==> config.mk <==
export PLATFORM = sky130hd
export DESIGN_NAME = serial_subtractor_flat
export DESIGN_NICKNAME = d
export VERILOG_FILES = /design/src/rtl/serial_subtractor_pkg.sv /design/src/rtl/serial_subtractor_if.sv /design/src/rtl/serial_sub_cell.sv /design/src/rtl/serial_subtractor.sv /design/src/flat_wrapper.sv
export SDC_FILE = /design/constraint.sdc
export NUM_CORES = 1
export LEC_CHECK = 0
export ABC_CLOCK_PERIOD_IN_PS = 1490
export CAP_MARGIN = 20
export CORE_MARGIN = 2
export CORE_UTILIZATION = 30
export CTS_CLUSTER_DIAMETER = 150
export DETAILED_ROUTE_END_ITERATION = 7
export GPL_TIMING_DRIVEN = 0
export SLEW_MARGIN = 30
export SYNTH_ARGS = -nofsm -noshare
export SYNTH_HDL_FRONTEND = slang
export SYNTH_SLANG_ARGS = --single-unit
==> constraint.sdc <==
create_clock -name clk -period 1.49 [get_ports clk]
set_input_delay 0.2235 -clock clk [delete_from_list [all_inputs] [get_ports clk]]
set_output_delay 0.2235 -clock clk [all_outputs]
set_load 0.01 [all_outputs]
==> src/rtl/serial_subtractor_pkg.sv <==
// Shared types and constants for the bit-serial subtractor.
// State encoding, default width and the half-subtractor bit function.
package serial_subtractor_pkg;

    localparam int DEF_WIDTH = 8;

    typedef enum logic [1:0] {
        IDLE  = 2'd0,
        SHIFT = 2'd1,
        DONE  = 2'd2
    } state_t;

    // Returns {borrow, difference} for a single bit pair.
    function automatic logic [1:0] half_sub(
        input logic x,
        input logic y
    );
        return {~x & y, x ^ y};
    endfunction

endpackage

==> src/rtl/serial_subtractor_if.sv <==
// Request/result bundle for serial_subtractor.
// Optional ovf signal exists only with SERIAL_SUBTRACTOR_OVF_EN.
interface serial_subtractor_if
    import serial_subtractor_pkg::*;
#(
    parameter int WIDTH = DEF_WIDTH
);

    logic             start;
    logic [WIDTH-1:0] a_in;
    logic [WIDTH-1:0] b_in;
    logic             bin;
    logic             busy;
    logic             done;
    logic [WIDTH-1:0] diff;
    logic             bout;
`ifdef SERIAL_SUBTRACTOR_OVF_EN
    logic             ovf;

    modport master (
        output start, a_in, b_in, bin,
        input  busy, done, diff, bout, ovf
    );

    modport slave (
        input  start, a_in, b_in, bin,
        output busy, done, diff, bout, ovf
    );
`else
    modport master (
        output start, a_in, b_in, bin,
        input  busy, done, diff, bout
    );

    modport slave (
        input  start, a_in, b_in, bin,
        output busy, done, diff, bout
    );
`endif

endinterface

==> src/rtl/serial_sub_cell.sv <==
// One-bit full subtractor: two half-subtractor stages plus an OR.
// Purely combinational; the caller registers the borrow.
module serial_sub_cell
    import serial_subtractor_pkg::*;
(
    input  logic a,
    input  logic b,
    input  logic bin,
    output logic d,
    output logic bo
);

    logic [1:0] hs0;
    logic [1:0] hs1;

    assign hs0 = half_sub(a, b);
    assign hs1 = half_sub(hs0[0], bin);

    assign d  = hs1[0];
    assign bo = hs0[1] | hs1[1];

endmodule

==> src/rtl/serial_subtractor.sv <==
// Bit-serial A - B - bin, LSB first, one bit per clock.
// Define SERIAL_SUBTRACTOR_OVF_EN to add the signed overflow flag.
module serial_subtractor
    import serial_subtractor_pkg::*;
#(
    parameter int WIDTH = DEF_WIDTH,
    parameter int CNT_W = $clog2(WIDTH + 1)
) (
    input logic                clk,
    input logic                rst,
    serial_subtractor_if.slave bus
);

    localparam logic [CNT_W-1:0] LAST = CNT_W'(WIDTH - 1);

    state_t           state;
    logic [WIDTH-1:0] a_reg;
    logic [WIDTH-1:0] b_reg;
    logic [WIDTH-1:0] diff_r;
    logic [CNT_W-1:0] cnt;
    logic             br;
    logic             bout_r;
    logic             d;
    logic             bo;
`ifdef SERIAL_SUBTRACTOR_OVF_EN
    logic             ovf_r;
`endif

    serial_sub_cell u_cell (
        .a   (a_reg[0]),
        .b   (b_reg[0]),
        .bin (br),
        .d   (d),
        .bo  (bo)
    );

    assign bus.busy = (state == SHIFT);
    assign bus.done = (state == DONE);
    assign bus.diff = diff_r;
    assign bus.bout = bout_r;
`ifdef SERIAL_SUBTRACTOR_OVF_EN
    assign bus.ovf  = ovf_r;
`endif

    always_ff @(posedge clk or posedge rst) begin
        if (rst) begin
            state  <= IDLE;
            a_reg  <= '0;
            b_reg  <= '0;
            diff_r <= '0;
            cnt    <= '0;
            br     <= 1'b0;
            bout_r <= 1'b0;
`ifdef SERIAL_SUBTRACTOR_OVF_EN
            ovf_r  <= 1'b0;
`endif
        end else begin
            unique case (state)
                IDLE, DONE: begin
                    if (bus.start) begin
                        a_reg  <= bus.a_in;
                        b_reg  <= bus.b_in;
                        br     <= bus.bin;
                        cnt    <= '0;
                        diff_r <= '0;
                        state  <= SHIFT;
                    end else begin
                        state  <= IDLE;
                    end
                end
                SHIFT: begin
                    diff_r <= {d, diff_r[WIDTH-1:1]};
                    a_reg  <= {1'b0, a_reg[WIDTH-1:1]};
                    b_reg  <= {1'b0, b_reg[WIDTH-1:1]};
                    br     <= bo;
                    cnt    <= cnt + 1'b1;
                    if (cnt == LAST) begin
                        bout_r <= bo;
                        state  <= DONE;
`ifdef SERIAL_SUBTRACTOR_OVF_EN
                        // a_reg[0]/b_reg[0] now hold the operand MSBs
                        ovf_r  <= (a_reg[0] ^ b_reg[0])
                                & (d ^ a_reg[0]);
`endif
                    end
                end
                default: state <= IDLE;
            endcase
        end
    end

endmodule

==> src/flat_wrapper.sv <==
// flat-port wrapper written by rule: the top's interface ports become plain ports
module serial_subtractor_flat import serial_subtractor_pkg::*;
#(
    parameter int WIDTH = DEF_WIDTH,
    parameter int CNT_W = $clog2(WIDTH + 1)
)
  (clk, rst, bus_start, bus_a_in, bus_b_in, bus_bin, bus_busy, bus_done, bus_diff, bus_bout);
  serial_subtractor_if #(.WIDTH(WIDTH)) bus_i ();
  input logic clk;
  input logic rst;
  input wire logic [$bits(bus_i.start)-1:0] bus_start;
  input wire logic [$bits(bus_i.a_in)-1:0] bus_a_in;
  input wire logic [$bits(bus_i.b_in)-1:0] bus_b_in;
  input wire logic [$bits(bus_i.bin)-1:0] bus_bin;
  output wire logic [$bits(bus_i.busy)-1:0] bus_busy;
  output wire logic [$bits(bus_i.done)-1:0] bus_done;
  output wire logic [$bits(bus_i.diff)-1:0] bus_diff;
  output wire logic [$bits(bus_i.bout)-1:0] bus_bout;
  assign bus_i.start = bus_start;
  assign bus_i.a_in = bus_a_in;
  assign bus_i.b_in = bus_b_in;
  assign bus_i.bin = bus_bin;
  assign bus_busy = bus_i.busy;
  assign bus_done = bus_i.done;
  assign bus_diff = bus_i.diff;
  assign bus_bout = bus_i.bout;
  serial_subtractor #(.WIDTH(WIDTH), .CNT_W(CNT_W)) u_core (.clk(clk), .rst(rst), .bus(bus_i));
endmodule
# Yosys cells after proc, flatten, opt, wreduce, memory -nomap -nowiden
# Cells that the tools add are included.
[totals]
register_bits = 32
output_inout_bits = 11
[op_classes]
n_addsub = 1
eq_ne = 5
mux = 13
bitwise = 7
reduce_logical = 5
[ops]
columns = ["cell", "n"]
rows = [
  ["8-bit one-hot mux with 2 select lines", 3],
  ["8-bit 2-to-1 mux", 3],
  ["4-bit one-hot mux with 2 select lines", 1],
  ["4-bit by 1-bit adder with 4-bit output, second input constant", 1],
  ["4-bit by 3-bit equality test with 1-bit output, second input constant", 1],
  ["4-bit 2-to-1 mux", 1],
  ["2-bit one-hot mux with 2 select lines", 1],
  ["2-bit AND reduction", 2],
  ["1-bit bitwise AND", 2],
  ["2-bit by 1-bit equality test with 1-bit output, second input constant", 1],
  ["2-bit equality test, second input constant", 1],
  ["2-bit zero test", 1],
  ["1-bit 2-to-1 mux", 2],
  ["2-bit 2-to-1 mux", 1],
  ["2-bit by 1-bit != test with 1-bit output, second input constant", 1],
  ["2-bit != test, second input constant", 1],
  ["1-bit NOT", 2],
  ["1-bit one-hot mux with 2 select lines", 1],
  ["2-bit nonzero test", 1],
  ["2-bit OR reduction", 1],
  ["1-bit XOR", 2],
  ["1-bit OR", 1],
]

# Logic depth before layout (Yosys ltp)
[depth]
depth_word = 5
depth_mapped = 7

# By module
# From an unflattened synthesis, not the netlist that was laid out.
[unflattened]
hier_cells = 104
area_unflattened_um2 = 1395.1
[modules_own_cells]
columns = ["mod", "instances", "cells_per_inst", "area_each_um2", "seq_area_each_um2"]
rows = [
  ["serial_subtractor", 1, 100, 1363.8, 800.8],
  ["serial_sub_cell", 1, 4, 31.3, 0.0],
]

# Worst setup path after synthesis
# OpenSTA, ideal clock, no wires.
[synth_timing]
kind = "register to register"
startpoint = "register u_core.state[0]"
endpoint = "register u_core.a_reg[0]"
setup_ps = 122
arrival_ps = 1115
t_required_ps = 1368
slack_ps = 253
path_stages_with_launch = 8
synth_period_minus_slack_ps = 1237
cell_sequence = "dfrtp_1 > nand2b_1 > buf_6 > inv_2 > buf_6 > buf_6 > a22oi_2 > nand2_1"
[synth_via]
elab_cells_between_ends = 8
cone_classes = "eq/ne (3); mux (1); reduce/logical (4)"
[synth_lines]
columns = ["element", "line", "rtl"]
rows = [
  ["start, declared", "serial_subtractor.sv:16", "state_t state;"],
  ["start signal, assigned", "serial_subtractor.sv:47", "state <= IDLE;"],
  ["start signal, assigned", "serial_subtractor.sv:66", "state <= SHIFT;"],
  ["start signal, assigned", "serial_subtractor.sv:68", "state <= IDLE;"],
  ["2-bit by 1-bit equality test with 1-bit output (*)", "-", ""],
  ["net bus_busy", "flat_wrapper.sv:15", "output wire logic [$bits(bus_i.busy)-1:0] bus_busy;"],
  ["2-bit nonzero test (no source line)", "-", ""],
  ["2-bit AND reduction (no source line)", "-", ""],
  ["end signal, assigned", "serial_subtractor.sv:61", "a_reg <= bus.a_in;"],
  ["end signal, assigned", "serial_subtractor.sv:73", "a_reg <= {1'b0, a_reg[WIDTH-1:1]};"],
  ["end, declared", "serial_subtractor.sv:17", "logic [WIDTH-1:0] a_reg;"],
]
# The timed path passes the listed nets; every way through them passes the cells marked *.
# A chain may end at the register's enable or synchronous reset.

# Worst setup path after layout
[layout_timing]
startpoint = "register u_core.state[1]"
endpoint = "output port bus_busy"
[layout_via]
elab_chain_cells = 1
[layout_rtl]
columns = ["element", "line", "rtl"]
rows = [
  ["2-bit by 1-bit equality test with 1-bit output", "serial_subtractor.sv:37", "assign bus.busy = (state == SHIFT);"],
  ["end, declared", "flat_wrapper.sv:15", ""],
]
# No other way between the ends.

==> results.md <==
- Portion of synthesized cell area occupied by the leading cell type: a little under three fifths
- Final Cycle Share: 96.9%
- Die area: 5400 um2
- Final weighted congestion in routability-driven placement: 0.872
- Cell type with the largest total area after synthesis: dfrtp_1
- Global-route wire length before repair: 5550 um
- Primary FF master, synth: dfrtp_1
- Global route total overflow: 0
- Family with the most delay on the worst path: buffers and inverters
- Outcome: finished, final reports clean
- CTS buffer count: 5
- Routed wire length: 3300 um
- Clock transition at the register clock pins on the worst setup and hold paths after CTS: about 0.07 ns
- Syn nets: 143
- Number of standard-cell rows in the floorplan: 25
- Data required time at the worst endpoint: 1.27 ns
- Post-route antenna net violation count: 0
- Detailed placer's ending HPWL: 2290 um
- Setup crit start kind: flop
- Post-route design area: 1980 um2
- Total of buffers placed on input and output ports: 30
- Effective utilization at floorplan: 30.9%
- Vias per cell: 5.00
- Overall die width: 73.5 um
- Worst slew margin relative to its limit: about 56%
- I/O Pins: 31
- Peak Freq: 0.693 GHz
- Number of setup violations in the final report: 0
- Number of warnings reported in the yosys synthesis log: 0
- Slowest library cell on the worst path: dfrtp_1
- Setup slack after placement: -0.300 ns
- Post-route worst hold slack: 0.353 ns
- Count of hold buffers inserted by post-cts repair: 0
- Root cell of the clock tree: clkbuf_8
- Number of violations of the max-capacitance limit: 0
- Number of nets in the layout: between 150 and 200
- Number of distinct standard cells referenced by the synthesized netlist: 24
- Number of filler cells placed in the layout: ~430
- Largest stage delay, worst path: 0.37 ns
- Placed inst area: 1820 um2
- Area added between synthesis and finish: 36.7%
- CP Cell Sequence: nand2b_1, buf_6, inv_4, buf_12, buf_2
- RSZ-0062 raised after global routing: yes
- Number of global-route vias before repair: 1,127
- 1st-pass router iterations: 4
- Final Slew Violations: 0
- Buffers and inverters on the worst path: 4
- Antenna violations before repair: 0
- Sequential cell area in the final layout: 801 um2
- Final period demand of the worst path: 1.44 ns
- Total power after layout: ~4.3 mW
- Number of enable flip-flop cells after synthesis: 0
- Post-detailed-route DRC marker count: 0
- WL per Instance: 15.2 um
- ANT cells: 0
- Share of the yosys chip area belonging to registers: 55.3%
- Layout cell share with drive strength beyond 1: 23.9%
- Leakage power: just under 0.9 nW
- Synthesis-stage register bit count: 32
- Critical Path Sink Type: primary output
- Max H-tree Level: 2
- Setup skew after layout: roughly 0.009 ns
- All-layer global routing usage: 13.9%
- Initial detailed-routing violation count: 53
- Leading cell type by number of instances after synthesis: dfrtp_1
- Peak ir drop on the vdd network: 0.641 mV
- Largest net degree at the start of global routing: 33
- Gate count after technology mapping: 121
- Longest Clk Path Bufs: 2
- Largest driver fanout on the critical path: 6
- Commonest cells in the synthesized netlist: dfrtp_1, nand2_1, nand3_1, a22oi_2, a22o_1
- Critical Setup Path Class: flop to primary output
- Clock latency on the worst-skew pair: about 0.29 ns
- Worst-case setup margin in the final layout: 0.0462 ns
- Via count of the routed design: 1,086
- Area of the core: 4690 um2
- Power per Cell Area: 2190 nW/um2
- Final-report hold violation count: 0
- Area taken by multi-input logic gates: 553 um2
- Total number of clock tree sinks: 32
- CTS tree: done
- Worst hold-check path type: input port to asynchronous set/reset pin
- Endpoint arrival time on the critical path: 1.22 ns
- Share of synthesized registers carrying an async set or reset: between 90% and 100%
- Transition at the pin with the smallest max-transition slack: between 0.6 and 0.7 ns
- Area of the mapped netlist: ~1400 um2
- Mean Syn Cell Area: between 10 and 15 um2
- Cells taking the most area after synthesis: dfrtp_1, a22oi_2, a22o_1
- Die height: 73.5 um
placed cells by master, fill, tap and decap left out:
cell and count:
nand2b_1 2, buf_12 3, buf_6 1, a22o_1 12
nor2_2 1, clkbuf_8 5, nand3_1 14, nor3_1 1
clkbuf_1 1, inv_4 1, o21ai_0 1, ha_1 1
o21ai_1 1, inv_2 1, clkinvlp_4 1, inv_1 3
clkinv_2 1, fa_1 1, nor2_1 1, buf_2 5
nor3_2 1, a221o_1 2, nand4_1 1, a22oi_2 13
clkdlybuf4s50_1 28, buf_4 5, dlygate4sd2_1 1, dfrtp_1 32
nor2b_1 3, mux2i_1 3, nand2_1 16, bufinv_16 1
cells by family after synthesis:
kind of cell               Yosys count  share of synthesized area [%]
adders and majority gates            2                           2.25
DFF                                 32                           55.3
buffers and inverters               15                           6.56
and+or+nand+nor                     40                           13.3
AOI/OAI and AO/OA                   29                           20.6
muxes                                3                           2.07
where the power goes:
part | leakage [nW] | switching [mW] | internal (mW)
clock | 0.0541 | 0.322 | 0.494
sequential | 0.404 | 0.282 | 1.26
combinational | 0.437 | 0.908 | 1.08
total | 0.895 | 1.51 | 2.83
per-stage QoR:
| stage | std cells | util [%] | setup TNS, ns |
|---|---|---|---|
| detailed placement | 205 | 38.7 | -2.07 |
| global placement | 205 | 38.7 | -6.99 |
| floorplan | 121 | - | 0 |
| CTS | 214 | 41.5 | 0 |
| finish | 217 | 42.2 | 0 |
| global route | 217 | 42.2 | -0.00106 |
area by class of cell:
type,count,share of cell area (%)
clock inverters,3,2.15
well taps,54,3.41
repair buffers,35,17.4
flip-flops and latches,32,40.4
clock buffers,5,3.47
plain buffers,9,4.17
inverters,5,1.07
multi-input cells,74,27.9
worst register-to-register path: cells and delay by family, from the launching register on:
kind	cells	cell delay, ns
buf+inv	5	0.56
flops	1	0.40
simple gates	2	0.17
compound gates	1	0.17
what timing repair did:
| item | in CTS | in global routing |
|---|---|---|
| setup buffers | 2 | 3 |
| gates cloned | 0 | 0 |
| setup endpoints to repair | 2 | 10 |
| gates resized for setup | 11 | 2 |
| pin swaps | 1 | 2 |
routing by layer:
metal | routed length [um] | track usage (%)
met1 | 1530 | 18.2
met2 | 1560 | 21.4
met3 | 176 | 4.66
met4 | 42 | 5.25
met5 | 0 | 0
worst paths after layout:
| check | startpoint | endpoint | slack, ns | cells past startpoint |
|---|---|---|---|---|
| worst max-delay path | u_core.state[1] | bus_busy | 0.05 | 5 |
| worst min-delay path | rst | u_core.bus.diff[2] | 0.35 | 2 |
| worst max register to register | u_core.state[0] | u_core.b_reg[4] | 0.07 | 8 |
| worst min register to register | u_core.b_reg[1] | u_core.b_reg[1] | 0.51 | 2 |
| max in group asynchronous | rst | u_core.b_reg[3] | 0.70 | 2 |
| min in group clk | u_core.b_reg[1] | u_core.b_reg[1] | 0.51 | 2 |
Power figures use the tool's default switching activity.
